--- src/rtl/any1_bitfield_pkg.sv ---
// -----------------------------------------------------------------------------
// any1_bitfield_pkg
// Shared definitions for the sequenced bitfield unit:
//   - bitfield opcode encodings (instruction bits [63:61])
//   - FSM state encoding of the sequencer
//   - default request tag width
//   - helper that builds the instruction word fed to the datapath
// -----------------------------------------------------------------------------
package any1_bitfield_pkg;

    localparam int TAGW_DEF = 5;

    // Bitfield opcodes
    localparam logic [2:0] OP_BFSET   = 3'd0;   // set field bits
    localparam logic [2:0] OP_BFCLR   = 3'd1;   // clear field bits
    localparam logic [2:0] OP_BFCHG   = 3'd2;   // invert field bits
    localparam logic [2:0] OP_BFINS   = 3'd3;   // insert low bits of b into field
    localparam logic [2:0] OP_BFEXTU  = 3'd4;   // extract field, zero-extended
    localparam logic [2:0] OP_BFEXT   = 3'd5;   // extract field, sign-extended
    localparam logic [2:0] OP_BFFFO   = 3'd6;   // index of highest set bit in field
    localparam logic [2:0] OP_ILLEGAL = 3'd7;

    // Sequencer states
    typedef enum logic [1:0] {
        ST_IDLE = 2'd0,
        ST_EXEC = 2'd1,
        ST_RESP = 2'd2
    } state_e;

    // Instruction word for the datapath: opcode in the top three bits, rest zero.
    function automatic logic [63:0] make_inst(input logic [2:0] op);
        make_inst = {op, 61'd0};
    endfunction

endpackage

--- src/rtl/any1_bitfield_seq_if.sv ---
// -----------------------------------------------------------------------------
// any1_bitfield_seq_if
// Request/response bundle of the sequenced bitfield unit.
//   Request side (two requesters, index r = 0/1):
//     req_valid_i[r], req_ready_o[r]  handshake
//     req_op_i[r]                      3-bit opcode
//     req_a_i/b_i/c_i/d_i[r]           operands (c = start bit, d = length-1)
//     req_tag_i[r]                     tag echoed on the response
//   Response side:
//     rsp_valid_o, rsp_ready_i         handshake
//     rsp_data_o, rsp_tag_o, rsp_src_o, rsp_err_o
//   Status:
//     done_cnt_o                       completed-response counter
// Modports: slave = the unit, master = requesters / response consumer.
// -----------------------------------------------------------------------------
interface any1_bitfield_seq_if
    import any1_bitfield_pkg::*;
#(
    parameter int DWIDTH = 64,
    parameter int TAGW   = TAGW_DEF
);

    logic [1:0]                  req_valid_i;
    logic [1:0]                  req_ready_o;
    logic [1:0][2:0]             req_op_i;
    logic [1:0][DWIDTH-1:0]      req_a_i;
    logic [1:0][DWIDTH-1:0]      req_b_i;
    logic [1:0][DWIDTH-1:0]      req_c_i;
    logic [1:0][DWIDTH-1:0]      req_d_i;
    logic [1:0][TAGW-1:0]        req_tag_i;

    logic                        rsp_valid_o;
    logic                        rsp_ready_i;
    logic [DWIDTH-1:0]           rsp_data_o;
    logic [TAGW-1:0]             rsp_tag_o;
    logic                        rsp_src_o;
    logic                        rsp_err_o;

    logic [31:0]                 done_cnt_o;

    modport slave (
        input  req_valid_i, req_op_i, req_a_i, req_b_i, req_c_i, req_d_i, req_tag_i,
        input  rsp_ready_i,
        output req_ready_o,
        output rsp_valid_o, rsp_data_o, rsp_tag_o, rsp_src_o, rsp_err_o,
        output done_cnt_o
    );

    modport master (
        output req_valid_i, req_op_i, req_a_i, req_b_i, req_c_i, req_d_i, req_tag_i,
        output rsp_ready_i,
        input  req_ready_o,
        input  rsp_valid_o, rsp_data_o, rsp_tag_o, rsp_src_o, rsp_err_o,
        input  done_cnt_o
    );

endinterface

--- src/rtl/any1_bitfield.sv ---
// -----------------------------------------------------------------------------
// any1_bitfield
// Purely combinational bitfield datapath.
//   inst  : instruction word, opcode in inst[63:61], other bits ignored
//   a     : source operand
//   b     : insert value (BFINS)
//   c     : field start bit (low log2(DWIDTH) bits used)
//   d     : field length minus one (low log2(DWIDTH) bits used)
//   o     : result; zero for the illegal opcode
// A field running past the MSB is truncated at the MSB.
// BFFFO returns all ones when the field holds no set bit.
// -----------------------------------------------------------------------------
module any1_bitfield
    import any1_bitfield_pkg::*;
#(
    parameter int DWIDTH = 64
) (
    input  logic [63:0]       inst,
    input  logic [DWIDTH-1:0] a,
    input  logic [DWIDTH-1:0] b,
    input  logic [DWIDTH-1:0] c,
    input  logic [DWIDTH-1:0] d,
    output logic [DWIDTH-1:0] o
);

    localparam int IW = $clog2(DWIDTH);
    // One extra bit so start+length never overflows the comparison.
    localparam int EW = IW + 1;

    logic [2:0]        op;
    logic [IW-1:0]     c_idx;
    logic [IW-1:0]     d_idx;
    logic [EW-1:0]     c_ext;
    logic [EW-1:0]     d_ext;
    logic [EW-1:0]     f_end;
    logic [DWIDTH-1:0] fmask;     // field position inside a
    logic [DWIDTH-1:0] lmask;     // field length, right aligned
    logic [DWIDTH-1:0] shifted;   // a with the field moved to bit 0
    logic [DWIDTH-1:0] ins_src;   // b moved up to the field position
    logic [DWIDTH-1:0] ext_s;     // sign-extended extract
    logic [DWIDTH-1:0] fld;
    logic [DWIDTH-1:0] ffo_val;
    logic              unused_bits;

    assign op      = inst[63:61];
    assign c_idx   = c[IW-1:0];
    assign d_idx   = d[IW-1:0];
    assign c_ext   = {1'b0, c_idx};
    assign d_ext   = {1'b0, d_idx};
    assign f_end   = c_ext + d_ext;
    assign shifted = a >> c_idx;
    assign ins_src = b << c_idx;
    assign fld     = a & fmask;

    assign unused_bits = ^{inst[60:0], c[DWIDTH-1:IW], d[DWIDTH-1:IW]};

    generate
        for (genvar gi = 0; gi < DWIDTH; gi++) begin : g_bit
            assign fmask[gi] = (EW'(gi) >= c_ext) && (EW'(gi) <= f_end);
            assign lmask[gi] = (EW'(gi) <= d_ext);
            // Above the field length every bit copies the field's top bit.
            assign ext_s[gi] = lmask[gi] ? shifted[gi] : shifted[d_idx];
        end
    endgenerate

    // Later (higher) indices overwrite earlier ones, so the highest set bit wins.
    always_comb begin
        ffo_val = '1;
        for (int i = 0; i < DWIDTH; i++) begin
            if (fld[i]) begin
                ffo_val = DWIDTH'(i);
            end
        end
    end

    always_comb begin
        o = '0;
        case (op)
            OP_BFSET:  o = a | fmask;
            OP_BFCLR:  o = a & ~fmask;
            OP_BFCHG:  o = a ^ fmask;
            OP_BFINS:  o = (a & ~fmask) | (ins_src & fmask);
            OP_BFEXTU: o = shifted & lmask;
            OP_BFEXT:  o = ext_s;
            OP_BFFFO:  o = ffo_val;
            default:   o = '0;
        endcase
    end

endmodule

--- src/rtl/any1_bitfield_seq.sv ---
// -----------------------------------------------------------------------------
// any1_bitfield_seq
// Two-requester front end around the bitfield datapath.
//   clk_i   : clock, all state on the rising edge
//   rst_ni  : asynchronous active-low reset
//   flush_i : abandons the operation in flight; blocks grants while high
//   bus     : request/response bundle (slave modport)
// Sequence: IDLE (round-robin grant, operands captured) -> EXEC (datapath
// result captured) -> RESP (response held until accepted). A request
// handshaken in cycle N shows rsp_valid_o in cycle N+2.
// -----------------------------------------------------------------------------
module any1_bitfield_seq
    import any1_bitfield_pkg::*;
#(
    parameter int DWIDTH = 64,
    parameter int TAGW   = TAGW_DEF
) (
    input  logic                 clk_i,
    input  logic                 rst_ni,
    input  logic                 flush_i,
    any1_bitfield_seq_if.slave   bus
);

    localparam logic [1:0] IDLE = 2'(ST_IDLE);
    localparam logic [1:0] EXEC = 2'(ST_EXEC);
    localparam logic [1:0] RESP = 2'(ST_RESP);

    logic [1:0]        state_reg;
    logic [1:0]        state_next;

    logic [2:0]        op_reg;
    logic [DWIDTH-1:0] a_reg;
    logic [DWIDTH-1:0] b_reg;
    logic [DWIDTH-1:0] c_reg;
    logic [DWIDTH-1:0] d_reg;
    logic [TAGW-1:0]   tag_reg;
    logic              src_reg;
    logic [DWIDTH-1:0] data_reg;
    logic              err_reg;
    logic [31:0]       cnt_reg;
    logic [31:0]       cnt_next;
    logic              last_grant_reg;

    logic              grant;
    logic              grant_valid;
    logic              rsp_done;
    logic [63:0]       inst;
    logic [DWIDTH-1:0] bf_result;

    // ------------------------------------------------------------------
    // Round-robin arbiter, only active in IDLE and never during a flush.
    // ------------------------------------------------------------------
    always_comb begin
        grant       = 1'b0;
        grant_valid = 1'b0;
        if (state_reg == IDLE && !flush_i) begin
            case (bus.req_valid_i)
                2'b11: begin
                    grant       = ~last_grant_reg;
                    grant_valid = 1'b1;
                end
                2'b10: begin
                    grant       = 1'b1;
                    grant_valid = 1'b1;
                end
                2'b01: begin
                    grant       = 1'b0;
                    grant_valid = 1'b1;
                end
                default: begin
                    grant       = 1'b0;
                    grant_valid = 1'b0;
                end
            endcase
        end
    end

    generate
        for (genvar gi = 0; gi < 2; gi++) begin : g_ready
            assign bus.req_ready_o[gi] = grant_valid && (grant == 1'(gi));
        end
    endgenerate

    // Flush wins over both the request and the response handshake.
    assign rsp_done = (state_reg == RESP) && !flush_i && bus.rsp_ready_i;
    assign cnt_next = cnt_reg + 32'd1;

    always_comb begin
        state_next = state_reg;
        if (flush_i) begin
            state_next = IDLE;
        end else begin
            case (state_reg)
                IDLE:    if (grant_valid) state_next = EXEC;
                EXEC:    state_next = RESP;
                RESP:    if (bus.rsp_ready_i) state_next = IDLE;
                default: state_next = IDLE;
            endcase
        end
    end

    // ------------------------------------------------------------------
    // Datapath: single shared instance, fed from the captured operands.
    // ------------------------------------------------------------------
    assign inst = make_inst(op_reg);

    any1_bitfield #(
        .DWIDTH (DWIDTH)
    ) u_bitfield (
        .inst (inst),
        .a    (a_reg),
        .b    (b_reg),
        .c    (c_reg),
        .d    (d_reg),
        .o    (bf_result)
    );

    // ------------------------------------------------------------------
    // State
    // ------------------------------------------------------------------
    always_ff @(posedge clk_i or negedge rst_ni) begin
        if (!rst_ni) begin
            state_reg      <= IDLE;
            op_reg         <= '0;
            a_reg          <= '0;
            b_reg          <= '0;
            c_reg          <= '0;
            d_reg          <= '0;
            tag_reg        <= '0;
            src_reg        <= 1'b0;
            data_reg       <= '0;
            err_reg        <= 1'b0;
            cnt_reg        <= '0;
            // Requester 1 counts as last served, so requester 0 wins first.
            last_grant_reg <= 1'b1;
        end else begin
            state_reg <= state_next;

            if (grant_valid) begin
                op_reg  <= bus.req_op_i[grant];
                a_reg   <= bus.req_a_i[grant];
                b_reg   <= bus.req_b_i[grant];
                c_reg   <= bus.req_c_i[grant];
                d_reg   <= bus.req_d_i[grant];
                tag_reg <= bus.req_tag_i[grant];
                src_reg <= grant;
            end

            if (state_reg == EXEC && !flush_i) begin
                data_reg <= bf_result;
                err_reg  <= (op_reg == OP_ILLEGAL);
            end

            // Counter wraps naturally at 2^32.
            if (rsp_done) begin
                cnt_reg        <= cnt_next;
                last_grant_reg <= src_reg;
            end
        end
    end

    assign bus.rsp_valid_o = (state_reg == RESP);
    assign bus.rsp_data_o  = data_reg;
    assign bus.rsp_tag_o   = tag_reg;
    assign bus.rsp_src_o   = src_reg;
    assign bus.rsp_err_o   = err_reg;
    assign bus.done_cnt_o  = cnt_reg;

endmodule

--- src/flat_wrapper.sv ---
// flat-port wrapper written by rule: the top's interface ports become plain ports
module any1_bitfield_seq_flat import any1_bitfield_pkg::*;
#(
    parameter int DWIDTH = 64,
    parameter int TAGW   = TAGW_DEF
)
  (clk_i, rst_ni, flush_i, bus_req_valid_i, bus_req_op_i, bus_req_a_i, bus_req_b_i, bus_req_c_i, bus_req_d_i, bus_req_tag_i, bus_rsp_ready_i, bus_req_ready_o, bus_rsp_valid_o, bus_rsp_data_o, bus_rsp_tag_o, bus_rsp_src_o, bus_rsp_err_o, bus_done_cnt_o);
  any1_bitfield_seq_if #(.DWIDTH(DWIDTH), .TAGW(TAGW)) bus_i ();
  input  logic clk_i;
  input  logic rst_ni;
  input  logic flush_i;
  input wire logic [$bits(bus_i.req_valid_i)-1:0] bus_req_valid_i;
  input wire logic [$bits(bus_i.req_op_i)-1:0] bus_req_op_i;
  input wire logic [$bits(bus_i.req_a_i)-1:0] bus_req_a_i;
  input wire logic [$bits(bus_i.req_b_i)-1:0] bus_req_b_i;
  input wire logic [$bits(bus_i.req_c_i)-1:0] bus_req_c_i;
  input wire logic [$bits(bus_i.req_d_i)-1:0] bus_req_d_i;
  input wire logic [$bits(bus_i.req_tag_i)-1:0] bus_req_tag_i;
  input wire logic [$bits(bus_i.rsp_ready_i)-1:0] bus_rsp_ready_i;
  output wire logic [$bits(bus_i.req_ready_o)-1:0] bus_req_ready_o;
  output wire logic [$bits(bus_i.rsp_valid_o)-1:0] bus_rsp_valid_o;
  output wire logic [$bits(bus_i.rsp_data_o)-1:0] bus_rsp_data_o;
  output wire logic [$bits(bus_i.rsp_tag_o)-1:0] bus_rsp_tag_o;
  output wire logic [$bits(bus_i.rsp_src_o)-1:0] bus_rsp_src_o;
  output wire logic [$bits(bus_i.rsp_err_o)-1:0] bus_rsp_err_o;
  output wire logic [$bits(bus_i.done_cnt_o)-1:0] bus_done_cnt_o;
  assign bus_i.req_valid_i = bus_req_valid_i;
  assign bus_i.req_op_i = bus_req_op_i;
  assign bus_i.req_a_i = bus_req_a_i;
  assign bus_i.req_b_i = bus_req_b_i;
  assign bus_i.req_c_i = bus_req_c_i;
  assign bus_i.req_d_i = bus_req_d_i;
  assign bus_i.req_tag_i = bus_req_tag_i;
  assign bus_i.rsp_ready_i = bus_rsp_ready_i;
  assign bus_req_ready_o = bus_i.req_ready_o;
  assign bus_rsp_valid_o = bus_i.rsp_valid_o;
  assign bus_rsp_data_o = bus_i.rsp_data_o;
  assign bus_rsp_tag_o = bus_i.rsp_tag_o;
  assign bus_rsp_src_o = bus_i.rsp_src_o;
  assign bus_rsp_err_o = bus_i.rsp_err_o;
  assign bus_done_cnt_o = bus_i.done_cnt_o;
  any1_bitfield_seq #(.DWIDTH(DWIDTH), .TAGW(TAGW)) u_core (.clk_i(clk_i), .rst_ni(rst_ni), .flush_i(flush_i), .bus(bus_i));
endmodule
--- config.mk ---
export PLATFORM = sky130hd
export DESIGN_NAME = any1_bitfield_seq_flat
export DESIGN_NICKNAME = d
export VERILOG_FILES = /design/src/rtl/any1_bitfield_pkg.sv /design/src/rtl/any1_bitfield_seq_if.sv /design/src/rtl/any1_bitfield.sv /design/src/rtl/any1_bitfield_seq.sv /design/src/flat_wrapper.sv
export SDC_FILE = /design/constraint.sdc
export NUM_CORES = 2
export LEC_CHECK = 0
export BUFFER_PORTS_ARGS = -buffer_cell sky130_fd_sc_hd__buf_2
export CAP_MARGIN = 5
export CORE_MARGIN = 1.5
export CORE_UTILIZATION = 25
export DETAILED_ROUTE_END_ITERATION = 8
export HOLD_SLACK_MARGIN = 0.08
export PLACE_DENSITY = 0.51
export SYNTH_ARGS = -nofsm -noshare
export SYNTH_HDL_FRONTEND = slang
export SYNTH_HIERARCHICAL = 1
export SYNTH_SLANG_ARGS = --single-unit
--- constraint.sdc ---
create_clock -name clk_i -period 16.6 [get_ports clk_i]
set_clock_uncertainty 0.15 [all_clocks]
set_input_delay 3.32 -clock clk_i [delete_from_list [all_inputs] [get_ports clk_i]]
set_output_delay 3.32 -clock clk_i [all_outputs]
set_load 0.02 [all_outputs]
Word level (Yosys, flattened, before mapping). Cells that the tools add are included.

Bits in registers: 249. Output and inout bits: 106.

$lt $le $gt $ge: 194. Reductions and logical operators: 75. Muxes and demuxes: 151. Bitwise operators: 10. Equal/unequal tests: 14. Add/subtract/negate cells: 2. Shift-type cells: 2.

Operators with widths (number): $mux 64 (68); $pmux 64 s7 (1); $and 64x64->64 (4); $le 6x7->1 const A (32); $ge 6x6->1 const A (32); $le 6x6->1 const A (32); $or 64x64->64 (2); $le 5x7->1 const A (16); $ge 5x6->1 const A (16); $le 5x6->1 const A (16); $logic_and 1x1->1 (70); $mux 1 (68); $not 64->64 (1); $shl 64x6->64 (1); $shr 64x6->64 (1); $xor 64x64->64 (1); $le 4x7->1 const A (8); $ge 4x6->1 const A (8); $le 4x6->1 const A (8); $add 32x1->32 const B (1); $le 3x7->1 const A (4); $ge 3x6->1 const A (4); $le 3x6->1 const A (4); $mux 6 (4); other kinds (28) (46).

Longest topological paths before layout.
Word-level depth: 69. Depth in mapped cells: 29.

By module. The synthesis kept the hierarchy.

By module, submodules not included: any1_bitfield (area an instance 19154.6 um^2, cells each 2708, instances 1); any1_bitfield_seq (area an instance 15802.7 um^2, cells each 1737, instances 1).

Least setup slack after synthesis. OpenSTA, ideal clock, no wires.

Path type: in2out. Start: input port bus_req_valid_i[1]. End: output port bus_req_ready_o[1]. Stages: 4. Buffers on the path: 1. Path slack: 8.977 ns. Data arrival time: 4.153 ns. Data required time: 13.130 ns. Path through: a21boi_0 nand2_1 inv_1 clkbuf_1.

Cells in the longest elaborated chain, start to end: 5. Elaborated cells on any way between the ends: 9. Those cells by class: eq/ne (3); mux (4); reduce/logical (2).

Ends and longest elaborated chain: from (decl) (RTL line flat_wrapper.sv:12) `input wire logic [$bits(bus_i.req_valid_i)-1:0] bus_req_valid_i;`; $eq 2x2->1 or $eq 2x1->1 (tied branches) (RTL line any1_bitfield_seq.sv:57) `case (bus.req_valid_i)`; $reduce_or 3->1 (no line); $mux 1 (RTL line any1_bitfield_seq.sv:57); $mux 1 (RTL line any1_bitfield_seq.sv:56) `if (state_reg == IDLE && !flush_i) begin`; $logic_and 1x1->1 * (RTL line any1_bitfield_seq.sv:80) `assign bus.req_ready_o[gi] = grant_valid && (grant == 1'(gi));`; to (decl) (RTL line flat_wrapper.sv:20) `output wire logic [$bits(bus_i.req_ready_o)-1:0] bus_req_ready_o;`.

Mark *: on every way between the ends. The rest lies on a longest branch, timed or not.

Worst setup path after layout.
Start: input port flush_i. End: output port bus_req_ready_o[1].

Cells in the longest elaborated chain, start to end: 4. Elaborated cells on any way between the ends: 5. Those cells by class: mux (2); reduce/logical (3).

Ends and longest elaborated chain: from (decl) (RTL line flat_wrapper.sv:11) `input logic flush_i;`; $logic_not 1->1 * (RTL line any1_bitfield_seq.sv:56); $logic_and 1x1->1 * (RTL line any1_bitfield_seq.sv:56); $mux 1 (RTL line any1_bitfield_seq.sv:56); $logic_and 1x1->1 * (RTL line any1_bitfield_seq.sv:80).

Marks and branches as above.

==> impl_metrics.prom <==
# TYPE chip_impl_metric gauge
chip_impl_info{name="rsz0062_at_grt",value="false"} 1
chip_impl_metric{name="fp.dieArea",unit="sq um"} 122000
chip_impl_metric{name="portBuffers",unit=""} 407
chip_impl_metric{name="timing.final.hold_violations",unit=""} 0
chip_impl_metric{name="clkSinkCount",unit=""} 249
chip_impl_metric{name="first_pass_grt_wire_length",unit="microns"} 243000
chip_impl_metric{name="clock.fmax",unit="MHz"} 117
chip_impl_metric{name="core_area",unit="sq um"} 118000
chip_impl_metric{name="ir_drop",unit="V"} 0.0000927
chip_impl_metric{name="via_per_inst",unit=""} 5.81
chip_impl_metric{name="cts_max_path_buffers",unit=""} 3
chip_impl_metric{name="post-cts-setup-buffers",unit=""} 0
chip_impl_metric{name="cts_made_buffers",unit=""} 30
chip_impl_metric{name="post_route_cells_drive_above_1_share",unit=""} 0.219
chip_impl_metric{name="worstRegToRegCells",unit=""} 16
chip_impl_metric{name="post-layout-total-power",unit="mW"} 6.28
chip_impl_metric{name="met3WireLength",unit="microns"} 16500
chip_impl_metric{name="holdPathStages",unit=""} 2
chip_impl_metric{name="ant_nets",unit=""} 0
chip_impl_metric{name="route.met2.wl",unit="microns"} 74900
chip_impl_metric{name="pin_slew_with_the_least_headroom_to_its_limit",unit="ns"} 1.48
chip_impl_metric{name="gpl.final_weighted_congestion",unit=""} 1.05
chip_impl_metric{name="floorplan.initialDensity",unit=""} 0.253
chip_impl_metric{name="power_density_over_the_cells",unit="nW/um^2"} 183
chip_impl_metric{name="slew_headroom",unit=""} 0.00328
chip_impl_metric{name="number_of_hold_repair_buffers_added_at_the_cts_stage",unit=""} 0
chip_impl_metric{name="cp.required",unit="ns"} 13.13
chip_impl_metric{name="critPathMaxFanout",unit=""} 66
chip_impl_info{name="cts.root.buffer_cell",value="sky130_fd_sc_hd__clkbuf_16"} 1
chip_impl_metric{name="detailedRoute.firstPassIterationCount",unit=""} 6
chip_impl_metric{name="num_io_pins",unit=""} 640
chip_impl_metric{name="routedLengthMet1",unit="microns"} 70900
chip_impl_metric{name="final_core_density",unit=""} 0.290
chip_impl_metric{name="period_utilisation_layout",unit=""} 0.516
chip_impl_metric{name="grt_remaining_overflow",unit=""} 0
chip_impl_metric{name="area_growth",unit="%"} 14.9
chip_impl_metric{name="clk_pin_slew",unit="ns"} 0.06
chip_impl_metric{name="synthesis.instances",unit=""} 3827
chip_impl_info{name="critical_path_source_type",value="input port"} 1
chip_impl_metric{name="mappedNetlistArea",unit="sq um"} 29900
chip_impl_metric{name="final_wirelength",unit="microns"} 175000
chip_impl_metric{name="clkLatencyLatePin",unit="ns"} 0.65
chip_impl_metric{name="maximum_level_of_the_cts_h_tree",unit=""} 1
chip_impl_metric{name="ys_warn_count",unit=""} 6
chip_impl_metric{name="layout_min_cycle_time",unit="ns"} 8.57
chip_impl_metric{name="rows",unit=""} 126
chip_impl_info{name="worstSetupEndpointType",value="output port"} 1
chip_impl_metric{name="dr_vias",unit=""} 32600
chip_impl_metric{name="number_of_global_route_vias_before_repair",unit=""} 30900
chip_impl_metric{name="drc_errors",unit=""} 0
chip_impl_info{name="worstSetupPathType",value="in -> out"} 1
chip_impl_metric{name="grt_max_degree",unit=""} 126
chip_impl_metric{name="finish.cell_count_without_fillers",unit=""} 5607
chip_impl_metric{name="syn_avg_cell_area",unit="sq um"} 7.81
chip_impl_metric{name="net_count_of_the_mapped_netlist",unit=""} 4561
chip_impl_metric{name="whs",unit="ns"} 0.312
chip_impl_metric{name="antenna_found_initial",unit=""} 14
chip_impl_metric{name="height_of_the_chip",unit="microns"} 349
chip_impl_info{name="clock_tree_from_tritoncts",value="yes"} 1
chip_impl_metric{name="place_hpwl",unit="microns"} 137000
chip_impl_info{name="hold_class",value="reg -> reg"} 1
chip_impl_metric{name="power_leakage",unit="nW"} 15.3
chip_impl_metric{name="grt_usage",unit=""} 0.279
chip_impl_metric{name="cp_data_arrival_time",unit="ns"} 5.10
chip_impl_metric{name="die_width",unit="microns"} 349
chip_impl_metric{name="cts.repair.resized",unit=""} 0
chip_impl_info{name="outcome",value="complete, but fails checks"} 1
chip_impl_info{name="failed_checks",value="max-capacitance violations"} 1
chip_impl_metric{name="wl_per_cell",unit="microns"} 31.2
chip_impl_metric{name="setup-violations-final",unit=""} 0
chip_impl_info{name="highest_layer",value="met5"} 1
chip_impl_metric{name="final_max_slew_viol_count",unit=""} 0
chip_impl_metric{name="drtIter0Drc",unit=""} 4153
chip_impl_metric{name="cap_violations",unit=""} 1
chip_impl_metric{name="place.detailed.instances",unit=""} 5550
chip_impl_metric{name="num-nets-final",unit=""} 4781
chip_impl_metric{name="totalNegativeSetupSlack",unit="ns"} 0
==> power breakdown <==
| group | internal [mW] | switching [mW] | total, mW |
|---|---|---|---|
| clock | 0.403 | 0.294 | 0.697 |
| sequential | 0.765 | 0.295 | 1.06 |
| combinational | 1.42 | 3.10 | 4.52 |
| total | 2.59 | 3.69 | 6.28 |
==> cell type report <==
| cell class | instances | area (sq um) |
|---|---|---|
| antenna | 1 | 2.50 |
| clock buffer | 43 | 890 |
| clock inverter | 12 | 145 |
| fill | 13000 | 83900 |
| inverter | 178 | 683 |
| multi-input combinational | 3078 | 21600 |
| sequential | 249 | 6260 |
| tap | 1536 | 1920 |
| timing repair buffer | 510 | 2830 |
==> cell usage in the layout, fill, tap and decap left out, types with 17 or more instances in the layout <==
cell type                   count
sky130_fd_sc_hd__o211ai_1      34
sky130_fd_sc_hd__a22oi_1       21
sky130_fd_sc_hd__nor2b_1       18
sky130_fd_sc_hd__o21ai_0      159
sky130_fd_sc_hd__mux2_2       125
sky130_fd_sc_hd__nand2b_1      17
sky130_fd_sc_hd__nand4_1       21
sky130_fd_sc_hd__a21oi_1      243
sky130_fd_sc_hd__a211oi_1      38
sky130_fd_sc_hd__and2_1        19
sky130_fd_sc_hd__mux2i_1      187
sky130_fd_sc_hd__nor4_1        29
sky130_fd_sc_hd__or3_1         17
sky130_fd_sc_hd__clkbuf_16     30
sky130_fd_sc_hd__nor3_1        57
sky130_fd_sc_hd__nand2_1      602
sky130_fd_sc_hd__buf_2        407
sky130_fd_sc_hd__nor2_1       484
sky130_fd_sc_hd__o22ai_1       54
sky130_fd_sc_hd__inv_1        170
sky130_fd_sc_hd__a221oi_1      18
sky130_fd_sc_hd__xor2_1        22
sky130_fd_sc_hd__mux4_2       118
sky130_fd_sc_hd__o221ai_1      30
sky130_fd_sc_hd__a31oi_1      175
sky130_fd_sc_hd__buf_4        101
sky130_fd_sc_hd__nand3_1       65
sky130_fd_sc_hd__dfrtp_1      239
sky130_fd_sc_hd__ha_1         199
sky130_fd_sc_hd__o31ai_1       19
==> stage by stage <==
| step | instance area (sq um) | setup WS, ns |
|---|---|---|
| global placement | 33300 | 7.98 |
| global route | 34300 | 7.88 |
| finish | 34300 | 8.03 |
| detailed placement | 33300 | 7.96 |
| floorplan | 29900 | 8.98 |
| CTS | 34300 | 7.96 |
==> per-layer routing <==
| layer | up-vias | global-route usage |
|---|---|---|
| li1 | 14400 | - |
| met1 | 16100 | 0.364 |
| met2 | 1782 | 0.421 |
| met3 | 370 | 0.0627 |
| met4 | 14 | 0.160 |
| met5 | - | 0 |
==> worst paths after layout <==
| path | startpoint | end | slack (ns) |
|---|---|---|---|
| hold / removal | u_core/last_grant_reg | u_core/last_grant_reg | 0.31 |
| setup / recovery | flush_i | bus_req_ready_o[1] | 8.03 |
| setup reg to reg | u_core/c_reg[4] | u_core/bus.rsp_data_o[50] | 8.69 |
| min in group asynchronous | rst_ni | u_core/bus.done_cnt_o[12] | 2.46 |
| max in group asynchronous | rst_ni | u_core/a_reg[10] | 11.81 |
| hold reg to reg | u_core/last_grant_reg | u_core/last_grant_reg | 0.31 |
==> critical path, stage by stage <==
cell and delay [ns]:
sky130_fd_sc_hd__buf_2 0.13, sky130_fd_sc_hd__nor3_1 0.37, sky130_fd_sc_hd__nand2_4 0.40, sky130_fd_sc_hd__inv_6 0.51, sky130_fd_sc_hd__buf_2 0.27
Power figures use the tool's default switching activity.
